### src/rtl/pc_fetch_sequencer.sv
// Fetch PC owner and instruction-fetch sequencer.
// Picks the next PC (sequential +4, EX jump target, or CSR trap/return target),
// issues one request at a time to IMEM over a valid/ready channel, and presents
// the returned instruction to decode over a valid/ready channel.
module pc_fetch_sequencer #(
    parameter logic [63:0] RESET_PC = 64'h0,
    parameter int          INST_W   = 32
) (
    input  logic              clk,
    input  logic              rst,
    input  logic              trap_valid,
    input  logic [63:0]       trap_pc,
    input  logic              jump_valid,
    input  logic [63:0]       jump_pc,
    output logic              imem_req_valid,
    output logic [63:0]       imem_req_addr,
    input  logic              imem_req_ready,
    input  logic              imem_resp_valid,
    input  logic [INST_W-1:0] imem_resp_inst,
    output logic              if_valid,
    output logic [63:0]       if_pc,
    output logic [INST_W-1:0] if_inst,
    input  logic              if_ready,
    output logic              flush_if
);

    typedef enum logic [1:0] {
        IDLE = 2'd0,
        REQ  = 2'd1,
        WAIT = 2'd2,
        HOLD = 2'd3
    } state_e;

    state_e              state_q, state_d;
    logic [63:0]         pc_q, pc_d;
    logic [63:0]         pend_q, pend_d;
    logic                drop_q, drop_d;
    logic [63:0]         if_pc_q, if_pc_d;
    logic [INST_W-1:0]   inst_q, inst_d;

    // A trap outranks a jump arriving in the same cycle.
    logic        redir;
    logic [63:0] tgt;
    assign redir = trap_valid | jump_valid;
    assign tgt   = trap_valid ? trap_pc : jump_pc;

    // Redirect flush is combinational: younger IF/ID work dies in the same cycle.
    assign flush_if       = redir;
    assign imem_req_valid = (state_q == REQ);
    assign imem_req_addr  = (state_q == REQ) ? pc_q : 64'h0;
    assign if_valid       = (state_q == HOLD) && !redir;
    assign if_pc          = if_pc_q;
    assign if_inst        = inst_q;

    // State and datapath registers; reset clears everything at once.
    // NOTE: sequential state uses non-blocking assignments so every register samples pre-edge values.
    always_ff @(posedge clk or posedge rst) begin
        if (rst) begin
            state_q <= IDLE;
            pc_q    <= RESET_PC;
            pend_q  <= 64'h0;
            drop_q  <= 1'b0;
            if_pc_q <= 64'h0;
            inst_q  <= '0;
        end else begin
            state_q <= state_d;
            pc_q    <= pc_d;
            pend_q  <= pend_d;
            drop_q  <= drop_d;
            if_pc_q <= if_pc_d;
            inst_q  <= inst_d;
        end
    end

    // Next-state and next-PC selection.
    always_comb begin
        // NOTE: every variable gets a hold-value default first so no path can infer a latch.
        state_d = state_q;
        pc_d    = pc_q;
        pend_d  = pend_q;
        drop_d  = drop_q;
        if_pc_d = if_pc_q;
        inst_d  = inst_q;

        unique case (state_q)
            IDLE: begin
                if (redir) pc_d = tgt;
                state_d = REQ;
            end
            REQ: begin
                if (imem_req_ready) begin
                    // Request is in flight; a simultaneous redirect must discard its response.
                    state_d = WAIT;
                    if (redir) begin
                        pend_d = tgt;
                        drop_d = 1'b1;
                    end
                end else if (redir) begin
                    // Unaccepted request can simply be retargeted.
                    pc_d = tgt;
                end
            end
            WAIT: begin
                if (imem_resp_valid) begin
                    if (drop_q || redir) begin
                        pc_d    = redir ? tgt : pend_q;
                        drop_d  = 1'b0;
                        state_d = REQ;
                    end else begin
                        inst_d  = imem_resp_inst;
                        if_pc_d = pc_q;
                        state_d = HOLD;
                    end
                end else if (redir) begin
                    pend_d = tgt;
                    drop_d = 1'b1;
                end
            end
            HOLD: begin
                if (redir) begin
                    pc_d    = tgt;
                    state_d = REQ;
                end else if (if_ready) begin
                    pc_d    = pc_q + 64'd4;
                    state_d = REQ;
                end
            end
            default: state_d = IDLE;
        endcase
    end

endmodule

### config.mk
export PLATFORM = sky130hd
export DESIGN_NAME = pc_fetch_sequencer
export DESIGN_NICKNAME = d
export VERILOG_FILES = /design/src/rtl/pc_fetch_sequencer.sv
export SDC_FILE = /design/constraint.sdc
export NUM_CORES = 1
export LEC_CHECK = 0
export ABC_AREA = 1
export CORE_ASPECT_RATIO = 1.4
export CORE_MARGIN = 3
export CORE_UTILIZATION = 45
export CTS_CLUSTER_SIZE = 24
export DETAILED_ROUTE_END_ITERATION = 12
export PLACE_DENSITY = 0.83
export SKIP_LAST_GASP = 1
export SYNTH_ARGS = -nofsm -noshare
export SYNTH_HDL_FRONTEND = slang
export SYNTH_SLANG_ARGS = --single-unit
### constraint.sdc
create_clock -name clk -period 20.2 [get_ports clk]
set_input_delay 6.06 -clock clk [delete_from_list [all_inputs] [get_ports clk]]
set_output_delay 6.06 -clock clk [all_outputs]
set_load 0.05 [all_outputs]
Yosys cells after proc, flatten, opt, wreduce, memory -nomap -nowiden
Index checks and enable logic that the tools add are counted.
W data, S select, Z words.

storage, ports and cells
  flip-flop bits (word level) = 227
  input bits = 167
  output and inout port bits = 163
  logic and storage cells = 53

operators by class
  add/subtract/negate cells = 1
  equality and inequality tests = 10
  muxes and demuxes = 24
  bitwise logic cells = 2
  reductions and logical operators = 10

operators by type and width
  kind                     number
  $mux W64                 11
  $pmux W64 S4             1
  $pmux W64 S2             1
  $add A64 B3 Y64 const B  1
  $reduce_and A3 Y1        4
  $mux W2                  5
  $ne A2 B2 Y1 const B     4
  $pmux W2 S4              1
  $ne A3 B3 Y1 const B     2
  $eq A2 B2 Y1 const B     2
  $mux W1                  4
  $reduce_and A4 Y1        1
  $eq A2 B1 Y1 const B     1
  $logic_not A2 Y1         1
  $ne A2 B1 Y1 const B     1
  $pmux W1 S2              1
  $reduce_bool A2 Y1       1
  $logic_and A1 B1 Y1      1
  $logic_not A1 Y1         1
  $logic_or A1 B1 Y1       1
  $not A1 Y1               1
  $or A1 B1 Y1             1

Depth between registers and ports, before layout
Gate-level depths: netlist (run 1).

  depth after elaboration = 5
  depth in mapped cells = 13
  gate-level depth less buffers = 13

Worst setup path after synthesis (run 1)
Ideal clock, no wire load.

  path kind = input port to output port
  from = in trap_valid
  to = out flush_if
  arrival = 7.113 ns
  data required time = 14.140 ns
  path slack = 7.027 ns
  cell stages on the path = 4
  buffers on the path = 2
  cell sequence = inv_2 -> nand2_2 -> clkbuf_1 -> clkbuf_1

on the way
  longest elaborated chain between the ends = 1

RTL lines
  item             RTL line  text
  start, declared  11        input logic trap_valid,
  $or A1 B1 Y1     44        assign redir = trap_valid | jump_valid;
  end, declared    24        output logic flush_if

No other way between the ends.

Worst setup path in the final report (run 1)
  from = in trap_valid
  to = out if_valid

on the way
  longest elaborated chain between the ends = 3

RTL lines
  item                 RTL line  text
  $or A1 B1 Y1         44
  $logic_not A1 Y1     51        assign if_valid = (state_q == HOLD) && !redir;
  $logic_and A1 B1 Y1  51
  end, declared        20        output logic if_valid,

No other way between the ends.

==> results of run 1 <==
==> worst reg2reg max path: cells and delay by family (launching register included) <==
kind	cells	cell delay (ns)
flip-flops	1	0.42
multiplexers	1	0.38
AND/OR/NAND/NOR	5	1.34
buffers and inverters	3	1.03
adder cells (fa/ha/maj)	1	0.23
==> cells in the final DEF (no fill, tap or decap), drive strengths merged, types with 3 or more instances in the layout <==
master / instances
clkinv: 6
o22ai: 17
o21ai: 172
a221oi: 17
nand4: 4
xor2: 20
mux2: 61
xnor2: 3
a211oi: 11
o211ai: 19
nor2: 216
nand3: 26
nor3: 8
nand3b: 3
inv: 202
mux2i: 14
clkbuf: 27
dfrtp: 227
a22oi: 12
a21oi: 57
clkdlybuf4s50: 328
ha: 5
nand2: 610
bufinv: 6
o21bai: 10
buf: 14
a31oi: 5
==> final cells by class <==
cell class                 count  share of cell area (%)
multi-input combinational   1294                   36.25
sequential                   227                   32.49
timing repair buffer         342                   19.37
inverter                     201                   4.358
clock buffer                  27                   3.492
tap                          375                   2.684
clock inverter                15                   1.360
==> power by group through the flow <==
stage               Combinational, mW  Clock (mW)  Sequential (mW)
floorplan                       0.783           0             1.06
global placement                 1.50           0            0.847
detailed placement               1.53           0            0.858
CTS                              1.54       0.490            0.852
global route                     1.65       0.511            0.880
finish                           1.54       0.484            0.858
==> metrics by stage <==
stage / std cells / power, mW / utilization [%]
floorplan: 1812 / 1.845 / -
global placement: 2439 / 2.352 / 58.19
detailed placement: 2439 / 2.391 / 58.19
CTS: 2481 / 2.884 / 61.15
global route: 2481 / 3.044 / 61.15
finish: 2481 / 2.884 / 61.15
==> cell families after synthesis <==
family                     after synthesis
adders and majority gates                5
muxes                                   75
and+or+nand+nor                        868
AOI/OAI and AO/OA                      323
DFF                                    227
buffers and inverters                  291
xor gates and xnor gates                23
==> metal layers <==
metal / wire [um] / share of wire, %
met1: 16410 / 37
met2: 22260 / 50
met3: 3560 / 8.0
met4: 2339 / 5.2
met5: 0 / 0
==> worst paths after layout <==
check                      cells after the start          end  startpoint  slack (ns)
max reg2reg                                   10      pc_q[0]  state_q[0]       16.68
min in group asynchronous                      2  if_inst[22]         rst        6.05
min                                            2    if_pc[63]   if_pc[63]        0.48
max in group asynchronous                      3     pc_q[44]         rst       12.69
min reg2reg                                    2    if_pc[63]   if_pc[63]        0.48
max                                            6     if_valid  trap_valid        5.26
==> state kept, by name, summed over array words and instances, names as in the netlist <==
signal / cells
if_pc: 64
pc_q: 64
pend_q: 64
state_q: 2
if_inst: 32
drop_q: 1
==> Yosys cell counts (5+ instances only) <==
cell / count
nand2_2: 5
clkbuf_1: 56
o22ai_1: 17
xor2_1: 20
nand2_1: 605
a21oi_1: 56
nor3_1: 8
o211ai_1: 19
a22oi_1: 12
mux2_2: 59
a221oi_1: 17
mux2i_1: 14
nand3_1: 26
a31oi_1: 5
buf_2: 28
inv_1: 196
dfrtp_1: 227
o21bai_1: 10
o21ai_0: 169
nor2_1: 209
ha_1: 5
a211oi_1: 11
==> out/metrics.yaml, run 1 <==
status:
  status: "finished, final reports clean"
sta:
  rsz0062_at_grt: "no"
  min_period_over_period_pct: 73.98
  period_minus_slack_ns: 14.94
  tightestPinTransition_ns: 1.116
  max_freq_mhz: 66.91
  hold_violations: 0
  setup_tns_ns: 0
  worst_slack_ns: 5.255
  finalSetupViolCount: 0
  skew_ns: 0.01325
  drv_slew: 0
  whs_ns: 0.4836
  maxSlewHeadroom_pct: 25.47
floorplan:
  fp.coreArea_um2: 28590
  row_count: 73
  initial_core_util_pct: 45.97
  dieArea_um2: 31320
  fp.dieH_um: 208.2
  die_w_um: 150.4
  pin_count: 330
synthesis:
  synth_xor_area_share_pct: 1.533
  synth_top_cell_area_share_pct: 43.23
  ys_seq_area_share_pct: 43.23
  synth.distinct_cells: 38
  synthFlopType: "dfrtp_1"
  synth_simple_gate_area_share_pct: 25.68
  yosysWarnings: 0
  synth_top_family_by_area: "simple AND/OR/NAND/NOR gates"
  netlist_instances: 1812
  synth_nets: 1984
  synth_mux_area_share_pct: 6.293
  yosysTopAreaCell: "dfrtp_1"
  synth-compound-area-share_pct: 14.10
  ys_seq_elements: 227
  synthAdderAreaFrac_pct: 0.4761
  synthesis.area_um2: 13140
  synth.area.top_cells: "dfrtp_1 43%, nand2_1 17%, o21ai_0 6.4%"
  avgSynthCellArea_um2: 7.252
  synth-edff-count: 0
  async_flop_share_pct: 100.0
pwr:
  power.switching_mw: 1.431
  vdd_drop_max_uv: 105.1
  switching_share_pct: 49.61
  p_leak_nw: 8.259
  pwr-share-clk_pct: 16.8
  powerDensity_nw_per_um2: 165.0
  sequentialPowerShare_pct: 29.7
  p_comb_share_pct: 53.5
  power.internal_mw: 1.453
clock_network:
  cts-root-buf: "clkbuf_16"
  path_clk_slew_ns: 0.06
  clock-sinks: 227
  cts_setup_buffers: 0
  cts.path.max_buffers: 3
  htree_num_levels: 1
  worstSkewPairLatency_ns: 0.53
  cts_hold_buf: 0
  cts_buffers: 23
  cts_tree: "built"
  post_cts_resized: 0
setup_path:
  crit_buf_inv: 4
  crit_fanout: 65
  critPathMaxStageDelay_ns: 0.89
  worstPathRequired_ns: 14.14
  cp_cell_sequence: "buf_2, buf_4, inv_2, nand2_2, nor2_2, clkdlybuf4s50_1"
  crit_arrival_ns: 8.88
  endpoint_kind: "primary output"
  crit_slowest_cell: "clkdlybuf4s50_1"
  worstSetupStartpointType: "input pin"
  cp_top_family: "buffers and inverters"
  worstSetupPathType: "input pin to primary output"
grt:
  grt_overflow: 0
  grt_pass1_wl_um: 69350
  grt_use_met1_pct: 33.76
  met2_usage_pct: 47.67
  grt_pass1_vias: 12930
  gr-usage-met3_pct: 3.813
  grt-busiest-layer: "met2"
  antenna_found_initial: 0
  globalRouteTotalUtil_pct: 27.69
  grt_max_degree: 91
flow_run:
  cap_violations: 0
placed_design:
  post-place-ws_ns: 5.197
  port_buffers: 329
  place_congestion: 0.9550
  hpwl_um: 32230
  placed_cell_area_um2: 16630
cells_and_area:
  multi_input_area_um2: 6337
  antennaDiodeCount: 0
  fin_area_um2: 17480
  fillers: 2525
  drive_gt1_share_pct: 6.410
  register_area_um2: 5680
  fin_nets: 2261
  area.growth.synth_to_final_pct: 33.04
routing:
  avgViaCountPerCell: 5.378
  drt_iter0_drc: 1205
  drc: 0
  wl_per_cell_um: 17.96
  ant_nets: 0
  finalWirelength_um: 44570
  drtPass1Iterations: 7
  num_vias: 13340
hold_path:
  worst_hold_path_type: "register to register"
No activity file was read; power rests on OpenSTA's default activity.
==> inputs of run 2 (changes only) <==
clock period = 14.59 ns   (was 20.2 ns; I/O delays follow)
==> out/metrics.yaml, run 2 (same netlist as run 1, synthesis figures left out) <==
status:
  status: "finished, final reports clean"  # unchanged
cells_and_area:
  fin_nets: 2261  # unchanged
  final_util_pct: 60.76  # was 61.15%
  antennaDiodeCount: 0  # unchanged
  final_cell_mix: "604 x nand2_1, 328 x clkdlybuf4s50_1, 227 x dfrtp_1"  # unchanged
  area.growth.synth_to_final_pct: 32.18  # was 33.04%
  final_common_cell: "nand2_1"  # unchanged
  drive_gt1_share_pct: 6.179  # was 6.410%
flow_run:
  cap_violations: 0  # unchanged
routing:
  drt_iter0_drc: 1151  # was 1205
  drtPass1Iterations: 6  # was 7
  drc: 0  # unchanged
  finalWirelength_um: 44480  # was 44570 um
  wl_per_cell_um: 17.94  # was 17.96 um
  num_vias: 13290  # was 13.34k
  avgViaCountPerCell: 5.362  # was 5.378
  ant_nets: 0  # unchanged
pwr:
  vdd_drop_max_uv: 129.4  # was 105.1 uV
  power.internal_mw: 1.943  # was 1.453 mW
  p_comb_share_pct: 54.6  # was 53.5%
  p_leak_nw: 8.212  # was 8.259 nW
  power.switching_mw: 1.963  # was 1.431 mW
  powerDensity_nw_per_um2: 224.8  # was 165.0 nW/um^2
  switching_share_pct: 50.26  # was 49.61%
  pwr-share-clk_pct: 15.0  # was 16.8%
  sequentialPowerShare_pct: 30.4  # was 29.7%
clock_network:
  cts_setup_buffers: 0  # unchanged
  cts_hold_buf: 0  # unchanged
  htree_num_levels: 1  # unchanged
  cts_buffers: 23  # unchanged
  cts.path.max_buffers: 3  # unchanged
  path_clk_slew_ns: 0.06  # about the same
  worstSkewPairLatency_ns: 0.52  # was 0.53 ns
  cts-root-buf: "clkbuf_16"  # unchanged
  clock-sinks: 227  # unchanged
  cts_tree: "built"  # unchanged
  post_cts_resized: 0  # unchanged
setup_path:
  reg2reg_from: "state_q[0]"  # unchanged
  worstPathRequired_ns: 10.21  # was 14.14 ns
  worstSetupStartpointType: "input pin"  # unchanged
  crit_arrival_ns: 7.39  # was 8.88 ns
  reg2reg_depth: 11  # was 10
  crit_fanout: 65  # unchanged
  endpoint_kind: "primary output"  # unchanged
  r2r-end: "pc_q[30]"  # was pc_q[0]
  worstSetupPathType: "input pin to primary output"  # unchanged
  critPathLaunch: "trap_valid"  # unchanged
  r2r_slack_ns: 10.54  # was 16.68 ns
sta:
  period_minus_slack_ns: 11.76
  rsz0062_at_grt: "no"  # unchanged
  skew_ns: 0.01466  # was 0.01325 ns
  max_freq_mhz: 85.01
  worst_slack_ns: 2.826  # was 5.255 ns
  setup_tns_ns: 0  # unchanged
  min_period_over_period_pct: 80.63
  finalSetupViolCount: 0  # unchanged
  maxSlewHeadroom_pct: 26.14  # was 25.47%
  drv_slew: 0  # unchanged
  tightestPinTransition_ns: 1.106  # was 1.116 ns
  hold_violations: 0  # unchanged
floorplan:
  row_count: 73  # unchanged
  fp.coreArea_um2: 28590  # unchanged
  die_w_um: 150.4  # unchanged
  initial_core_util_pct: 45.97  # unchanged
  dieArea_um2: 31320  # unchanged
  pin_count: 330  # unchanged
  fp.dieH_um: 208.2  # unchanged
grt:
  grt_overflow: 0  # unchanged
  grt_max_degree: 91  # unchanged
  grt_pass1_wl_um: 69030  # was 69350 um
  globalRouteTotalUtil_pct: 27.51  # was 27.69%
  grt_pass1_vias: 13080  # was 12.93k
  antenna_found_initial: 0  # unchanged
placed_design:
  place_congestion: 0.9614  # was 0.9550
  post-place-ws_ns: 2.843  # was 5.197 ns
  port_buffers: 329  # unchanged
  hpwl_um: 32650  # was 32230 um
hold_path:
  hold_depth: 2  # unchanged
  hold_path.startpoint: "if_pc[28]"  # was if_pc[63]
  min_to: "if_pc[28]"  # was if_pc[63]
  worst_hold_path_type: "register to register"  # unchanged
run 2: layer usage:
layer  global-route usage, %  vias to the layer above  part of all wire, %
li1                        -                     6312                    -
met1                   33.05                     6247                   37
met2                   48.23                      614                   50
met3                   3.442                      120                  7.2
met4                   13.10                        0                  5.2
met5                       0                        -                    0
run 2: layout make-up:
| cell class | instances | area (um^2) |
|---|---|---|
| Inverter | 201 | 762.0 |
| Fill cell | 2544 | 11220 |
| Multi-Input combinational cell | 1294 | 6337 |
| Timing Repair Buffer | 342 | 3386 |
| Sequential cell | 227 | 5680 |
| Tap cell | 375 | 469.2 |
| Clock buffer | 34 | 676.9 |
| Clock inverter | 6 | 58.81 |
run 2: power groups by stage:
stage               Combinational (mW)  Clock (mW)  Sequential (mW)
detailed placement                2.12           0             1.19
global placement                  2.08           0             1.17
finish                            2.13       0.586             1.19
CTS                               2.13       0.595             1.18
global route                      2.29       0.618             1.22
floorplan                         1.08           0             1.47
run 2: stage by stage:
step,cell area (um^2),instances,hold slack (ns),total power [mW]
floorplan,13140,1812,0.4533,2.554
global placement,16630,2439,0.4665,3.253
detailed placement,16630,2439,0.4738,3.313
CTS,17370,2479,0.4898,3.908
global route,17370,2479,0.4960,4.121
finish,17370,2479,0.4840,3.906
run 2: worst max-delay path by stage:
stage | cells past startpoint | slack [ns] | endpoint
2_1_floorplan | 1 | 3.99 | drop_q
3_3_place_gp | 6 | 2.89 | flush_if
3_5_place_dp | 7 | 2.84 | if_valid
4_1_cts | 7 | 2.82 | if_valid
5_1_grt | 6 | 2.66 | flush_if
6_report | 6 | 2.83 | flush_if
run 2: worst max-delay path: stages:
cell and delay (ns):
buf_2 0.08, buf_4 0.57, inv_2 0.56, nand2_2 0.20, buf_4 0.55, clkdlybuf4s50_1 0.93
==> inputs of run 3 (changes only) <==
clock period = 12.15 ns   (was 14.59 ns; I/O delays follow)
==> out/metrics.yaml, run 3 (same netlist as run 1, synthesis figures left out) <==
status:
  status: "finished, final reports clean"  # unchanged
sta:
  maxSlewHeadroom_pct: 28.43  # was 26.14%
  max_freq_mhz: 96.48
  finalSetupViolCount: 0  # unchanged
  skew_ns: 0.02180  # was 0.01466 ns
  min_period_over_period_pct: 85.31
  hold_violations: 0  # unchanged
  worst_slack_ns: 1.785  # was 2.826 ns
  period_minus_slack_ns: 10.36
  tightestPinTransition_ns: 1.074  # was 1.106 ns
  rsz0062_at_grt: "no"  # unchanged
  setup_tns_ns: 0  # unchanged
  drv_slew: 0  # unchanged
clock_network:
  cts.path.max_buffers: 3  # unchanged
  cts_setup_buffers: 0  # unchanged
  cts-root-buf: "clkbuf_16"  # unchanged
  post_cts_resized: 0  # unchanged
  cts_tree: "built"  # unchanged
  cts_hold_buf: 0  # unchanged
  clock-sinks: 227  # unchanged
  htree_num_levels: 1  # unchanged
  path_clk_slew_ns: 0.06  # about the same
  worstSkewPairLatency_ns: 0.54  # was 0.52 ns
  cts_buffers: 24  # was 23
grt:
  antenna_found_initial: 0  # unchanged
  grt_max_degree: 91  # unchanged
  globalRouteTotalUtil_pct: 27.97  # was 27.51%
  grt_pass1_vias: 12980  # was 13.08k
  grt_overflow: 0  # unchanged
  grt_pass1_wl_um: 69800  # was 69030 um
cells_and_area:
  final_common_cell: "nand2_1"  # unchanged
  antennaDiodeCount: 0  # unchanged
  fin_nets: 2262  # was 2261
  drive_gt1_share_pct: 6.407  # was 6.179%
  final_cell_mix: "604 x nand2_1, 328 x clkdlybuf4s50_1, 227 x dfrtp_1"  # unchanged
  fillers: 2529  # was 2544
  register_area_um2: 5680  # unchanged
  area.growth.synth_to_final_pct: 33.02  # was 32.18%
  multi_input_area_um2: 6337  # unchanged
setup_path:
  crit_arrival_ns: 6.72  # was 7.39 ns
  endpoint_kind: "primary output"  # unchanged
  worstPathRequired_ns: 8.50  # was 10.21 ns
  worstSetupStartpointType: "input pin"  # unchanged
  critPathLaunch: "trap_valid"  # unchanged
  crit_fanout: 65  # unchanged
  worstSetupPathType: "input pin to primary output"  # unchanged
  reg2reg_from: "state_q[0]"  # unchanged
floorplan:
  dieArea_um2: 31320  # unchanged
  row_count: 73  # unchanged
  die_w_um: 150.4  # unchanged
  fp.dieH_um: 208.2  # unchanged
  pin_count: 330  # unchanged
  initial_core_util_pct: 45.97  # unchanged
  fp.coreArea_um2: 28590  # unchanged
routing:
  wl_per_cell_um: 18.13  # was 17.94 um
  drt_iter0_drc: 1165  # was 1151
  avgViaCountPerCell: 5.384  # was 5.362
  num_vias: 13360  # was 13.29k
  drc: 0  # unchanged
  finalWirelength_um: 45000  # was 44480 um
  drtPass1Iterations: 5  # was 6
  ant_nets: 0  # unchanged
pwr:
  powerDensity_nw_per_um2: 273.7  # was 224.8 nW/um^2
  p_leak_nw: 8.265  # was 8.212 nW
  vdd_drop_max_uv: 164.3  # was 129.4 uV
placed_design:
  port_buffers: 329  # unchanged
  hpwl_um: 32630  # was 32650 um
  post-place-ws_ns: 1.780  # was 2.843 ns
  place_congestion: 0.9699  # was 0.9614
flow_run:
  cap_violations: 0  # unchanged
hold_path:
  worst_hold_path_type: "register to register"  # unchanged
  hold_path.startpoint: "if_pc[61]"  # was if_pc[28]
[run 3: cell count changes in the layout (fill, tap and decap cells not counted), sizes merged]
cell	before	now
clkbuf	34	31
bufinv	1	4
clkinv	5	8
[run 3: critical path, stage by stage]
cell	delay, ns
buf_2	0.10
buf_4	0.34
inv_2	0.76
nand2_2	0.54
nor2_2	0.43
clkdlybuf4s50_1	0.88
[run 3: worst paths after layout]
| check | to | slack, ns | depth (start not counted) |
|---|---|---|---|
| worst min-delay path | if_pc[61] | 0.48 | 2 |
| min in group asynchronous | if_inst[21] | 3.55 | 2 |
| worst min register to register | if_pc[61] | 0.48 | 2 |
| worst max-delay path | if_valid | 1.79 | 6 |
| worst max register to register | pc_q[27] | 8.04 | 11 |
| max in group asynchronous | pc_q[23] | 7.16 | 3 |
[run 3: layout make-up]
type | count | share of cell area (%)
Sequential cell | 227 | 32.50
Clock buffer | 31 | 3.815
Multi-Input combinational cell | 1294 | 36.25
Timing Repair Buffer | 342 | 19.37
Inverter | 201 | 4.359
Clock inverter | 12 | 1.024
Tap cell | 375 | 2.684
[run 3: power breakdown]
group          internal (mW)  switching [mW]
clock network          0.474           0.319
logic                  0.830            1.74
registers               1.10           0.328
total                   2.40            2.38
[run 3: metal layers]
| metal | wire length, um | global-route usage (%) | vias to the layer above | share of wire [%] |
|---|---|---|---|---|
| met5 | 0 | 0 | - | 0 |
| met4 | 2561 | 14.30 | 0 | 5.7 |
| met3 | 3279 | 3.834 | 122 | 7.3 |
| met2 | 22480 | 48.37 | 598 | 50 |
| met1 | 16690 | 33.58 | 6310 | 37 |
| li1 | - | - | 6334 | - |
[run 3: metrics by stage]
step	hold slack (ns)	power, mW	std cells	util, %	area [um^2]
floorplan	0.4533	3.067	1812	-	13140
global placement	0.4658	3.911	2439	58.19	16630
detailed placement	0.4719	3.974	2439	58.19	16630
CTS	0.4878	4.782	2482	61.14	17480
global route	0.4955	5.039	2482	61.14	17480
finish	0.4833	4.785	2482	61.14	17480
